[src/rtl/ws2812_led_controller.sv]
`timescale 1ns/1ps
// Purpose : serialises one {G,R,B} pixel per frame onto a WS2812 one-wire line, then holds the latch gap.
// Latency : dout rises on the clock edge that accepts the pixel; a frame is 24*t_bit cycles plus t_latch cycles.
// Backpressure: in_ready is high only in IDLE, so nothing is accepted until the latch gap has fully elapsed.
//
// Ports:
//   clk, rst_n            system clock, asynchronous active-low reset
//   in_red/green/blue     8-bit channel intensities, sampled only on acceptance
//   in_valid / in_ready   pixel handshake (accept when both are high)
//   busy                  high in every state other than IDLE (and while in reset)
//   dout                  registered serial line to the WS2812
// Optional feature: define WS2812_BRIGHTNESS_LIMIT_EN to divide every captured channel by 4.

module ws2812_led_controller #(
  parameter int clk_mhz  = 27,
  parameter int reset_us = 80
) (
  input  logic       clk,
  input  logic       rst_n,
  input  logic [7:0] in_red,
  input  logic [7:0] in_green,
  input  logic [7:0] in_blue,
  input  logic       in_valid,
  output logic       in_ready,
  output logic       busy,
  output logic       dout
);

  localparam int TBit   = clk_mhz * 1250 / 1000;
  localparam int T0h    = clk_mhz * 400 / 1000;
  localparam int T1h    = clk_mhz * 800 / 1000;
  localparam int TLatch = clk_mhz * reset_us;
  localparam int CntMax = (TBit > TLatch) ? TBit : TLatch;
  localparam int CntW   = $clog2(CntMax + 1);

  // The counter is loaded with (duration - 1) and the state changes when it reaches zero,
  // so every phase lasts exactly its nominal number of cycles.
  localparam logic [CntW-1:0] T0hLd   = CntW'(T0h - 1);
  localparam logic [CntW-1:0] T1hLd   = CntW'(T1h - 1);
  localparam logic [CntW-1:0] T0lLd   = CntW'(TBit - T0h - 1);
  localparam logic [CntW-1:0] T1lLd   = CntW'(TBit - T1h - 1);
  localparam logic [CntW-1:0] LatchLd = CntW'(TLatch - 1);

  generate
    if (!(T0h > 0 && T0h < T1h && T1h < TBit && TLatch > 0)) begin : g_cfg_error
      $error("ws2812_led_controller: timing requires 0 < t0h < t1h < t_bit and t_latch > 0");
    end
  endgenerate

  typedef enum logic [1:0] {
    IDLE  = 2'd0,
    HIGH  = 2'd1,
    LOW   = 2'd2,
    LATCH = 2'd3
  } state_e;

  state_e          state_q;
  logic [CntW-1:0] cnt_q;
  logic [23:0]     shift_q;
  logic [4:0]      bit_q;
  logic            dout_q;
  logic [23:0]     pixel_d;

`ifdef WS2812_BRIGHTNESS_LIMIT_EN
  assign pixel_d = {2'b00, in_green[7:2], 2'b00, in_red[7:2], 2'b00, in_blue[7:2]};
`else
  assign pixel_d = {in_green, in_red, in_blue};
`endif

  // Reset parks the FSM in LATCH with a full latch count so any frame cut short by
  // reset is terminated on the wire before the next pixel can be accepted.
  always_ff @(posedge clk or negedge rst_n) begin
    if (!rst_n) begin
      state_q <= LATCH;
      cnt_q   <= LatchLd;
      shift_q <= '0;
      bit_q   <= '0;
      dout_q  <= 1'b0;
    end else begin
      case (state_q)
        IDLE: begin
          dout_q <= 1'b0;
          if (in_valid) begin
            shift_q <= pixel_d;
            bit_q   <= '0;
            state_q <= HIGH;
            dout_q  <= 1'b1;
            cnt_q   <= pixel_d[23] ? T1hLd : T0hLd;
          end
        end
        HIGH: begin
          if (cnt_q == '0) begin
            state_q <= LOW;
            dout_q  <= 1'b0;
            cnt_q   <= shift_q[23] ? T1lLd : T0lLd;
          end else begin
            cnt_q <= cnt_q - 1'b1;
          end
        end
        LOW: begin
          if (cnt_q == '0) begin
            if (bit_q == 5'd23) begin
              state_q <= LATCH;
              cnt_q   <= LatchLd;
            end else begin
              // shift_q[22] becomes the current bit after this shift.
              shift_q <= {shift_q[22:0], 1'b0};
              bit_q   <= bit_q + 1'b1;
              state_q <= HIGH;
              dout_q  <= 1'b1;
              cnt_q   <= shift_q[22] ? T1hLd : T0hLd;
            end
          end else begin
            cnt_q <= cnt_q - 1'b1;
          end
        end
        LATCH: begin
          dout_q <= 1'b0;
          if (cnt_q == '0) begin
            state_q <= IDLE;
          end else begin
            cnt_q <= cnt_q - 1'b1;
          end
        end
        default: begin
          state_q <= LATCH;
          cnt_q   <= LatchLd;
          dout_q  <= 1'b0;
        end
      endcase
    end
  end

  assign in_ready = (state_q == IDLE);
  assign busy     = (state_q != IDLE);
  assign dout     = dout_q;

endmodule

[config.mk]
export PLATFORM = sky130hd
export DESIGN_NAME = ws2812_led_controller
export DESIGN_NICKNAME = d
export VERILOG_FILES = /design/src/rtl/ws2812_led_controller.sv
export SDC_FILE = /design/constraint.sdc
export NUM_CORES = 1
export LEC_CHECK = 0
export ABC_AREA = 1
export ABC_CLOCK_PERIOD_IN_PS = 1900
export BUFFER_PORTS_ARGS = -buffer_cell sky130_fd_sc_hd__buf_4
export CAP_MARGIN = 0
export CELL_PAD_IN_SITES_DETAIL_PLACEMENT = 0
export CELL_PAD_IN_SITES_GLOBAL_PLACEMENT = 1
export CORE_MARGIN = 2
export CORE_UTILIZATION = 42
export DETAILED_ROUTE_END_ITERATION = 8
export GPL_TIMING_DRIVEN = 0
export PLACE_DENSITY_LB_ADDON = 0.1
export SETUP_SLACK_MARGIN = 0.4
export SYNTH_ARGS = -nofsm -noshare
export SYNTH_HDL_FRONTEND = slang
export SYNTH_SLANG_ARGS = --single-unit
export TNS_END_PERCENT = 5
[constraint.sdc]
create_clock -name clk -period 1.9 [get_ports clk]
set_input_delay 0.19 -clock clk [delete_from_list [all_inputs] [get_ports clk]]
set_output_delay 0.19 -clock clk [all_outputs]
set_load 0.005 [all_outputs]
==> impl_results.md, run 1 <==
- Status: finished, final reports clean
- Mapped Nets: 379
- Critical path's slowest cell: dfstp_2
- Die Width: 82.3 um
- HP Class: input pin to register
- RSZ-0062 raised after global routing: yes
- Worst reg2reg setup slack: 0.28 ns
- Mean Syn Cell Area: 7.36 um^2
- Worst-path clk slew: 0.09 ns
- Crit Path Max Fanout: 6
- Largest net degree at the start of global routing: 45
- Pre-antenna DRT Iters: 4
- Final Hold Viols: 0
- Required time of the critical path: 2.13 ns
- Post-route DRC violation count: 0
- Core area: 0.00592 mm^2
- Max Clock Skew: 0.00562 ns
- Synth cell types: 32
- Vias in the first global route: 2302
- Total grt overflow: 0
- Setup_tns: 0 ns
- Synth Register Bits: 44
- CP peak stage delay: 0.57 ns
- H-Tree Depth: 2
- Die area: 0.00678 mm^2
- Worst slew pin tran: 0.566 ns
- # Max-Cap Violations: 0
- Clk sinks: 44
- Crit end category: register
- Crit path arrival time: 1.85 ns
- Final setup vio count: 0
- Root Driver: clkbuf_8
- ANT cells: 0
- Layout area overhead: 29.2%
- Synth warnings: 0
- Share of cells above drive strength 1: 27.7%
- Layout Nets: 439
- Maximum VDD drop: 0.000367 V
- Num CTS Buffers: 5
- Bufs and invs on worst path: 3
- Startpoint types: register
- P per Cell Area: 500 mW/mm^2
- Crit path top cell by count: nand2_4
- Initial antenna violation count: 0
- Critical path class: register to register
- Number of vias per cell: 4.94
- WL final: 6410 um
- Clock buffer depth: 2
- DR vias: 2402
- Pleak: 1.75 nW
- First DRT Iteration DRCs: 123
- WL/cell: 13.2 um
- Pins Over Slew Limit: 0
- GR Util All Layers: 20.8%
- TritonCTS clock tree: built
- Boundary pin count: 30
- Hold_ws: 0.130 ns
- Register area share after synthesis: 43.2%
- Netlist Area Pre-Place: 0.00258 mm^2
- Starting Density: 43.5%
- Fill cells: 572
- Delay-heaviest family, CP: flip-flops
- Cells after Synth: 350
- FMAX: 0.619 GHz
- Die Y: 82.3 um
- Post-route ant nets: 0
- # rows: 28
- CP Cell Sequence: inv_4, ha_4, nand2_4, nor2_8, nand3_4, nand2_4, nand2_4, buf_8, buf_6, nor2_1, a21oi_1
- Period utilization: 85.0%
- Port bufs: 29
- Relative slew margins: 62.3%
- Routability cong.: 0.834
- HPWL Detailed: 4290 um
- Minimum clock period: 1.62 ns
- First-pass GRT wire length: 10800 um
- Worst skew pair latency: 0.30 ns
[state kept, by name, summed over array words and instances (netlist names)]
register,flops
dout,1
shift_q,24
bit_q,5
state_q,2
cnt_q,12
[cells in the final DEF (no fill, tap or decap), drive strengths merged]
cell type	netlist	routed
clkinvlp	0	2
o211ai	1	1
a21oi	25	25
nand2	93	93
clkbuf	3	10
xor2	5	5
o21ai	24	24
o22ai	3	3
dlygate4sd3	0	1
nand3b	2	2
nand4	2	2
dfrtp	35	35
ha	2	2
nor2	53	53
nor3	3	3
buf	9	60
o21bai	1	1
inv	42	42
dfstp	9	9
o31ai	5	5
xnor2	3	3
nand3	28	28
or2	2	2
[worst min-delay path: stages]
cell,delay (ns)
buf_4,0.07
nand3_1,0.07
nand2_1,0.07
[cells in the mapped netlist, drive strengths merged]
| master | number | area share (%) |
|---|---|---|
| or2 | 2 | 0.49 |
| xnor2 | 3 | 1.0 |
| o31ai | 5 | 1.7 |
| o21bai | 1 | 0.29 |
| clkbuf | 3 | 0.44 |
| o211ai | 1 | 0.29 |
| a21oi | 25 | 4.9 |
| ha | 2 | 0.97 |
| nor2 | 53 | 8.8 |
| dfstp | 9 | 9.2 |
| o21ai | 24 | 4.7 |
| nand3b | 2 | 0.58 |
| inv | 42 | 6.1 |
| nor3 | 3 | 0.58 |
| o22ai | 3 | 0.73 |
| nand4 | 2 | 0.49 |
| dfrtp | 35 | 34 |
| xor2 | 5 | 1.7 |
| nand3 | 28 | 5.9 |
| buf | 9 | 2.8 |
| nand2 | 93 | 14 |
[through the flow]
stage               cell area, um^2  total power [W]  instances  utilization, %  worst slack [ns]
finish                         3330          0.00167        486            56.3             0.284
global route                   3330          0.00173        486            56.3             0.176
CTS                            3180          0.00169        476            53.7             0.277
detailed placement             2910          0.00104        454            49.2             0.103
global placement               2910          0.00104        454            49.2             0.102
floorplan                      2600         0.000973        350               -             0.354
[cell type report]
cell class | count | area (um^2) | share of cell area [%]
inverters | 42 | 165 | 4.96
well taps | 75 | 93.8 | 2.82
repair buffers | 53 | 422 | 12.7
clock buffers | 6 | 82.6 | 2.48
flip-flops and latches | 44 | 1110 | 33.4
multi-input cells | 252 | 1310 | 39.2
plain buffers | 12 | 133 | 3.98
clock inverters | 2 | 15.0 | 0.451
[power by group]
group          leakage [nW]  internal, W   total, W  switching [W]
clock network        0.0434     0.000295   0.000646       0.000351
registers             0.430     0.000937   0.000937              0
logic                  1.28    0.0000451  0.0000837      0.0000385
total                  1.75      0.00128    0.00167       0.000389
[per-layer routing]
layer / part of all wire [%] / track usage, %
met1: 49 / 29.6
met2: 45 / 32.3
met3: 4.4 / 4.35
met4: 1.0 / 5.00
met5: 0 / 0
[cell families (layout without fill, tap and decap cells)]
kind of cell,count (synthesis),after routing,share of synthesized area [%]
compound gates,59,59,12.5
xor+xnor,8,8,2.72
fa+ha+maj,2,2,0.971
buf+inv,54,115,9.37
flops,44,44,43.2
simple gates,183,183,31.3
[timing repair]
action,in CTS,in global routing
gates cloned,2,1
hold buffers,1,0
buffers inserted,11,9
resized for setup,24,20
setup endpoints to repair,44,45
hold endpoints to repair,35,0
pin swaps,6,12
[final timing paths]
check | from | to | cells past startpoint
hold / removal | in_blue[0] | shift_q[0]$_DFFE_PN0P_ | 3
min in group asynchronous | rst_n | shift_q[9]$_DFFE_PN0P_ | 2
setup / recovery | cnt_q[0]$_DFFE_PN1P_ | shift_q[23]$_DFFE_PN0P_ | 11
hold reg to reg | cnt_q[11]$_DFFE_PN1P_ | cnt_q[11]$_DFFE_PN1P_ | 2
max in group asynchronous | rst_n | cnt_q[4]$_DFFE_PN0P_ | 2
setup reg to reg | cnt_q[0]$_DFFE_PN1P_ | shift_q[23]$_DFFE_PN0P_ | 11
Power figures use the tool's default switching activity.
==> run 2: changes to the inputs <==
--- a/config.mk
+++ b/config.mk
@@ -7,3 +7,2 @@
 export LEC_CHECK = 0
-export ABC_AREA = 1
 export ABC_CLOCK_PERIOD_IN_PS = 1900
@@ -14,3 +13,3 @@
 export CORE_MARGIN = 2
-export CORE_UTILIZATION = 42
+export CORE_UTILIZATION = 44
 export DETAILED_ROUTE_END_ITERATION = 8
==> constraint.sdc (replaced) <==
create_clock -name clk -period 1.9 [get_ports clk]
set_input_delay 0.38 -clock clk [delete_from_list [all_inputs] [get_ports clk]]
set_output_delay 0.38 -clock clk [all_outputs]
set_load 0.005 [all_outputs]
==> run 2 against run 1 <==
- the run now ends with negative setup slack left
- register-to-register slack lost 0.33 ns
- largest power group unchanged
- combinational power rose to 20 times the previous value
- critical path type unchanged
- largest cell class unchanged
- sequential power is 88% higher
==> impl_results.md, run 2 <==
- P per Cell Area: 1210 mW/mm^2 (+140%)
- Netlist Area Pre-Place: 0.00249 mm^2 (-3.3%)
- TritonCTS clock tree: built
- Synth warnings: 0 (unchanged)
- Setup_tns: -0.569 ns (-0.569 ns)
- Count leader, synth: o21ai_0
- Largest cells by area after synthesis: dfrtp_1 35%, mux2i_1 9.6%, dfstp_2 9.5%
- Post-route ant nets: 0 (unchanged)
- Boundary pin count: 30 (unchanged)
- Pleak: 1.42 nW (-19%)
- Commonest non-fill, non-tap cell in the layout: buf_4
- FMAX: 0.513 GHz (-17%)
- Maximum VDD drop: 0.000514 V (+40%)
- Layout area overhead: 38.9%
- Max Clock Skew: 0.00755 ns (+0.00193 ns)
- DR vias: 2310 (-3.8%)
- # Max-Cap Violations: 0 (unchanged)
- Vias in the first global route: 2232 (-3.0%)
- Root Driver: clkbuf_8
- ANT cells: 0 (unchanged)
- Failing checks: negative setup slack
- Status: complete, but fails checks
- Worst-path clk slew: 0.08 ns (about the same)
- Share of cells above drive strength 1: 40.8% (+13 points)
- Leading area contributor after synthesis: dfrtp_1
- Required time of the critical path: 2.10 ns (-0.03 ns)
- Worst reg2reg setup slack: -0.05 ns (-0.33 ns)
- Crit Reg-Reg Endpoint: bit_q[1]$_DFFE_PN0P_
- Max FFs per register: 24 (unchanged)
- Startpoint types: register
- Top Registers: shift_q: 24 flops, cnt_q: 12 flops, bit_q: 5 flops
- RSZ-0062 raised after global routing: yes
- Primary FF master, synth: dfrtp_1
- Hold_ws: 0.0547 ns (-0.0757 ns)
- Cell count of the worst reg-to-reg path: 7 (-4)
- WL/cell: 16.5 um (+25%)
- Die Y: 79.3 um (-3.7%)
- Worst slew pin tran: 0.595 ns (+0.0293 ns)
- Pre-antenna DRT Iters: 4 (unchanged)
- Register area share after synthesis: 44.6% (+1.5 points)
- Fill cells: 481 (-16%)
- First-pass GRT wire length: 11300 um (+4.9%)
- First DRT Iteration DRCs: 128 (+4.1%)
- GR Util All Layers: 23.2% (+2.5 points)
- WL final: 6660 um (+4.0%)
- Worst r2r src: cnt_q[9]$_DFFE_PN0P_
- Mean Syn Cell Area: 9.37 um^2 (+27%)
- Cells after Synth: 266 (-24%)
- Crit end category: register
- Final WS setup: -0.0504 ns (-0.335 ns)
- Die Width: 79.3 um (-3.7%)
- Synth cell types: 51 (+59%)
- # rows: 27 (-3.6%)
- Initial antenna violation count: 0 (unchanged)
- Largest net degree at the start of global routing: 45 (unchanged)
- Relative slew margins: 60.1% (-2.1 points)
- Pins Over Slew Limit: 0 (unchanged)
- Top post-synthesis cells by count: 36 x o21ai_0, 35 x dfrtp_1, 24 x mux2i_1
- Clk sinks: 44 (unchanged)
- Top cell type's share of synthesized area: 35.1% (+1.1 points)
- Async S/R FF share, synth: 100% (unchanged)
- Post-route DRC violation count: 0 (unchanged)
- Number of vias per cell: 5.73 (+16%)
- Port bufs: 29 (unchanged)
- Period utilization: 103% (+18 points)
- H-Tree Depth: 2 (unchanged)
- Post-synth EDFFs: 0 (unchanged)
- Clock buffer depth: 2 (unchanged)
- Mapped Nets: 295 (-22%)
- HPWL Detailed: 4120 um (-3.9%)
- HP Class: input pin to asynchronous set/reset pin
- Num CTS Buffers: 5 (unchanged)
- Routability cong.: 0.768 (-8.0%)
- Starting Density: 45.3% (+1.8 points)
- Crit path arrival time: 2.15 ns (+0.30 ns)
- Minimum clock period: 1.95 ns (+0.335 ns)
- Critical path class: register to register
- Worst skew pair latency: 0.31 ns (about the same)
- CTS Hold Bufs: 0 (-1)
- Die area: 0.00629 mm^2 (-7.3%)
- Layout Nets: 359 (-18%)
- Crit Path Max Fanout: 5 (-1)
- Final setup vio count: 23 (+23)
- Total grt overflow: 0 (unchanged)
- Reg with most FFs: shift_q
- Final Hold Viols: 0 (unchanged)
- Core area: 0.00551 mm^2 (-7.0%)
- Commonest non-fill, non-tap cells in the layout: 54 x buf_4, 35 x dfrtp_1, 24 x mux2i_1, 20 x o21ai_1, 19 x o21ai_2
- Synth Register Bits: 44 (unchanged)
run 2: cell types whose count changed in the layout (fill, tap and decap cells not counted), moves of 16 or more:
cell | previous run | this run
nand2_1 | 84 | 16
nor2_1 | 45 | 12
inv_1 | 35 | 5
mux2i_1 | 0 | 24
nand3_1 | 27 | 5
o21ai_2 | 1 | 19
o21ai_1 | 4 | 20
run 2: how the worst max path moves through the flow:
stage / startpoint / end / slack, ns / cells past startpoint
floorplan: cnt_q[7]$_DFFE_PN0P_ / bit_q[1]$_DFFE_PN0P_ / 0.09 / 6
global placement: cnt_q[9]$_DFFE_PN0P_ / cnt_q[3]$_DFFE_PN1P_ / -0.29 / 5
detailed placement: cnt_q[9]$_DFFE_PN0P_ / cnt_q[3]$_DFFE_PN1P_ / -0.27 / 5
CTS: cnt_q[0]$_DFFE_PN1P_ / bit_q[1]$_DFFE_PN0P_ / -0.02 / 9
global route: cnt_q[1]$_DFFE_PN1P_ / shift_q[9]$_DFFE_PN0P_ / -0.14 / 9
finish: cnt_q[9]$_DFFE_PN0P_ / bit_q[1]$_DFFE_PN0P_ / -0.05 / 7
run 2: per-layer routing:
| metal | GRT usage (%) | vias up | wire length, um |
|---|---|---|---|
| li1 | - | 1110 | - |
| met4 | 7.07 | 0 | 73 |
| met3 | 3.75 | 6 | 318 |
| met1 | 33.2 | 1136 | 3170 |
| met5 | 0 | - | 0 |
| met2 | 36.4 | 58 | 3100 |
run 2: kinds of logic after synthesis:
kind of cell	share of synthesized area, %
AO/OA/AOI/OAI	25.0
XOR/XNOR	1.40
adder cells (fa/ha/maj)	1.00
buffers and inverters	4.97
flip-flops	44.6
multiplexers	9.63
AND/OR/NAND/NOR	13.4
run 2: stage by stage:
step / instance area [um^2] / utilization, % / instances / total power, W / setup WS, ns
after detailed placement: 2830 / 51.4 / 367 / 0.00299 / -0.267
after global placement: 2830 / 51.4 / 367 / 0.00295 / -0.289
final: 3460 / 62.9 / 403 / 0.00418 / -0.0504
after CTS: 3360 / 61.0 / 401 / 0.00409 / -0.0241
after floorplan: 2520 / - / 266 / 0.00264 / 0.0858
after global routing: 3460 / 62.9 / 403 / 0.00448 / -0.138
run 2: power breakdown:
group          internal, W  leakage (nW)  total [W]  switching, W
clock network     0.000430        0.0614   0.000774      0.000344
registers          0.00141         0.525    0.00176      0.000356
logic             0.000842         0.833    0.00164      0.000803
run 2: what timing repair did:
| item | 4_1_cts | 5_1_grt |
|---|---|---|
| endpoints found under the setup margin | 46 | 46 |
| buffers inserted | 24 | 2 |
| gates resized for setup | 62 | 27 |
| pin swaps | 17 | 16 |
| cloned | 2 | 0 |
| hold endpoints to repair | 0 | 0 |
run 2: cell type report:
class                           instances  area (um^2)  share of cell area [%]
Multi-Input combinational cell        196         1470                    42.4
Sequential cell                        44         1110                    32.1
Timing Repair Buffer                   57          484                    14.0
Buffer                                 18          153                    4.41
Tap cell                               72         90.1                    2.60
Clock buffer                            6         82.6                    2.38
Clock inverter                          2         38.8                    1.12
Inverter                                8         35.0                    1.01
run 2: worst max-delay path: stages (launching register included):
cell	delay, ns
dfrtp_1	0.45
nor3_4	0.34
and3_1	0.22
buf_6	0.11
a31oi_4	0.08
or2_4	0.30
buf_4	0.14
a22o_1	0.20
==> run 3: changes to the inputs <==
- CORE_UTILIZATION: 44 -> 35
- SKIP_CTS_REPAIR_TIMING: not set -> 1
==> run 3 against run 2 <==
- the flow still finishes with violations (negative setup slack)
- flip-flop and latch count is the same
- combinational power fell by 21%
- setup slack lost 0.068 ns
- sequential share of layout area up 4.3 points
- utilization shrank 18 points
- die area is 24% higher
- clock-buffer cell count is 1 higher
- maximum frequency is 3.4% lower
- final cell count unchanged
- hold slack better by 0.014 ns
- register-to-register slack got worse by 0.07 ns
- via count decreased by 8.5%
- largest cell class unchanged
==> impl_results.md, run 3 (synthesized netlist as in run 2, its figures left out) <==
- Status: complete, but fails checks
- Failing checks: negative setup slack
- HPWL Detailed: 4330 um (+5.0%)
- Vias in the first global route: 2092 (-6.3%)
- Final Hold Viols: 0 (unchanged)
- Pins Over Slew Limit: 0 (unchanged)
- Period utilization: 106% (+3.6 points)
- First-pass GRT wire length: 10500 um (-6.7%)
- Bufs and invs on worst path: 3 (+1)
- Routability cong.: 0.770 (+0.26%)
- Cell count of the worst reg-to-reg path: 9 (+2)
- Die Y: 88.4 um (+12%)
- Worst slack at placement: -0.266 ns (+0.000466 ns)
- FMAX: 0.496 GHz (-3.4%)
- Net Sw Power: 0.00136 W (-9.7%)
- Layout Nets: 335 (-6.7%)
- Reg with most FFs: shift_q
- ANT cells: 0 (unchanged)
- Top Registers: shift_q: 24 flops, cnt_q: 12 flops, bit_q: 5 flops
- Clock buffer depth: 2 (unchanged)
- Worst reg2reg setup slack: -0.12 ns (-0.07 ns)
- First DRT Iteration DRCs: 135 (+5.5%)
- Crit path top cell by count: buf_6
- HP Class: input pin to asynchronous set/reset pin
- Minimum clock period: 2.02 ns (+0.0676 ns)
- Largest net degree at the start of global routing: 45 (unchanged)
- Number of vias per cell: 5.25 (-8.5%)
- Starting Density: 36.5% (-8.8 points)
- Startpoint types: register
- CP peak stage delay: 0.59 ns (+0.14 ns)
- WL final: 6330 um (-4.9%)
- Initial antenna violation count: 0 (unchanged)
- Crit Path Max Fanout: 10 (+5)
- Total grt overflow: 0 (unchanged)
- Cells after DPL: 391 (+6.5%)
- Final WS setup: -0.118 ns (-0.0676 ns)
- # Max-Cap Violations: 0 (unchanged)
- RSZ-0062 raised after global routing: yes
- Post-route ant nets: 0 (unchanged)
- Area of the multi-input gates: 0.00131 mm^2 (-10%)
- Root Driver: clkbuf_8
- Register area: 0.00111 mm^2 (unchanged)
- Relative slew margins: 56.5% (-3.7 points)
- Max Clock Skew: 0.00435 ns (-0.00320 ns)
- Share of cells above drive strength 1: 25.7% (-15 points)
- Port bufs: 29 (unchanged)
- WL/cell: 15.7 um (-4.9%)
- Crit Reg-Reg Endpoint: shift_q[5]$_DFFE_PN0P_
- Boundary pin count: 30 (unchanged)
- Crit path arrival time: 2.21 ns (+0.06 ns)
- P per Cell Area: 1210 mW/mm^2 (about the same)
- Worst skew pair latency: 0.30 ns (about the same)
- Die area: 0.00782 mm^2 (+24%)
- Layout area overhead: 22.3%
- Final instance count without filler cells: 403 (unchanged)
- Pre-antenna DRT Iters: 4 (unchanged)
- Tot Pwr: 0.00369 W (-12%)
- Required time of the critical path: 2.09 ns (about the same)
- # rows: 30 (+11%)
- Post-route DRC violation count: 0 (unchanged)
- Net Sw Frac: 36.8% (+0.87 points)
- H-Tree Depth: 2 (unchanged)
- DR vias: 2114 (-8.5%)
- Worst r2r src: cnt_q[0]$_DFFE_PN1P_
- Clock group share of total power: 17.4% (-1.1 points)
- Seq pwr share: 47.5% (+5.3 points)
- Max FFs per register: 24 (unchanged)
- Delay-heaviest family, CP: flip-flops
- Clk sinks: 44 (unchanged)
- Critical path class: register to register
- Die Width: 88.4 um (+12%)
- Commonest non-fill, non-tap cell in the layout: o21ai_0
- Critical path's slowest cell: dfstp_2
- Worst slew pin tran: 0.650 ns (+0.0548 ns)
- Comb power frac: 35.1% (-4.2 points)
- Crit end category: register
- Final setup vio count: 27 (+17%)
- Commonest non-fill, non-tap cells in the layout: 36 x o21ai_0, 35 x dfrtp_1, 34 x buf_4, 24 x mux2i_1, 20 x a21oi_1
- Fill cells: 725 (+51%)
- Maximum VDD drop: 0.000481 V (-6.4%)
- Pleak: 1.17 nW (-18%)
- TritonCTS clock tree: built
- Worst-path clk slew: 0.09 ns (about the same)
- GR Util All Layers: 17.4% (-5.9 points)
- Int Power: 0.00233 W (-13%)
- Hold_ws: 0.0686 ns (+0.0140 ns)
- Num CTS Buffers: 5 (unchanged)
- Core area: 0.00683 mm^2 (+24%)
- CP Cell Sequence: inv_2, ha_4, nor4b_4, and3_1, buf_6, a31oi_4, or2_4, buf_6, o21ai_1
-- run 3: how the worst max path moves through the flow --
stage	from	end	depth (start not counted)
after floorplan	cnt_q[7]$_DFFE_PN0P_	bit_q[1]$_DFFE_PN0P_	6
after global placement	cnt_q[9]$_DFFE_PN0P_	cnt_q[3]$_DFFE_PN1P_	5
after detailed placement	cnt_q[9]$_DFFE_PN0P_	cnt_q[3]$_DFFE_PN1P_	5
after CTS	state_q[1]$_DFFE_PN1P_	in_ready	6
after global routing	cnt_q[1]$_DFFE_PN1P_	shift_q[9]$_DFFE_PN0P_	9
final	cnt_q[0]$_DFFE_PN1P_	shift_q[5]$_DFFE_PN0P_	9
-- run 3: per-layer routing --
layer	wire (um)	global-route usage (%)	vias up	share of wire, %
li1	-	-	1057	-
met1	3200	24.5	1011	51
met2	2840	27.5	38	45
met3	218	3.36	8	3.4
met4	79	4.55	0	1.2
met5	0	0	-	0
-- run 3: power groups by stage --
stage / clock, W / combinational (W) / sequential, W
floorplan: 0 / 0.000972 / 0.00167
global placement: 0 / 0.00122 / 0.00175
detailed placement: 0 / 0.00123 / 0.00176
CTS: 0.000661 / 0.00124 / 0.00174
global route: 0.000692 / 0.00147 / 0.00181
finish: 0.000642 / 0.00129 / 0.00175
-- run 3: final cells by class --
cell class	count	share of cell area (%)
buffer	18	4.27
tap	96	3.94
clock inverter	1	0.246
timing repair buffer	33	8.12
sequential	44	36.5
inverter	8	1.07
multi-input combinational	196	43.1
clock buffer	7	2.83
-- run 3: metrics by stage --
stage / TNS, ns / cell area, um^2 / utilization, %
floorplan: 0 / 2520 / -
global placement: -7.31 / 2860 / 41.8
detailed placement: -7.66 / 2860 / 41.8
CTS: -8.71 / 2950 / 43.2
global route: -5.92 / 3050 / 44.7
finish: -2.43 / 3050 / 44.7
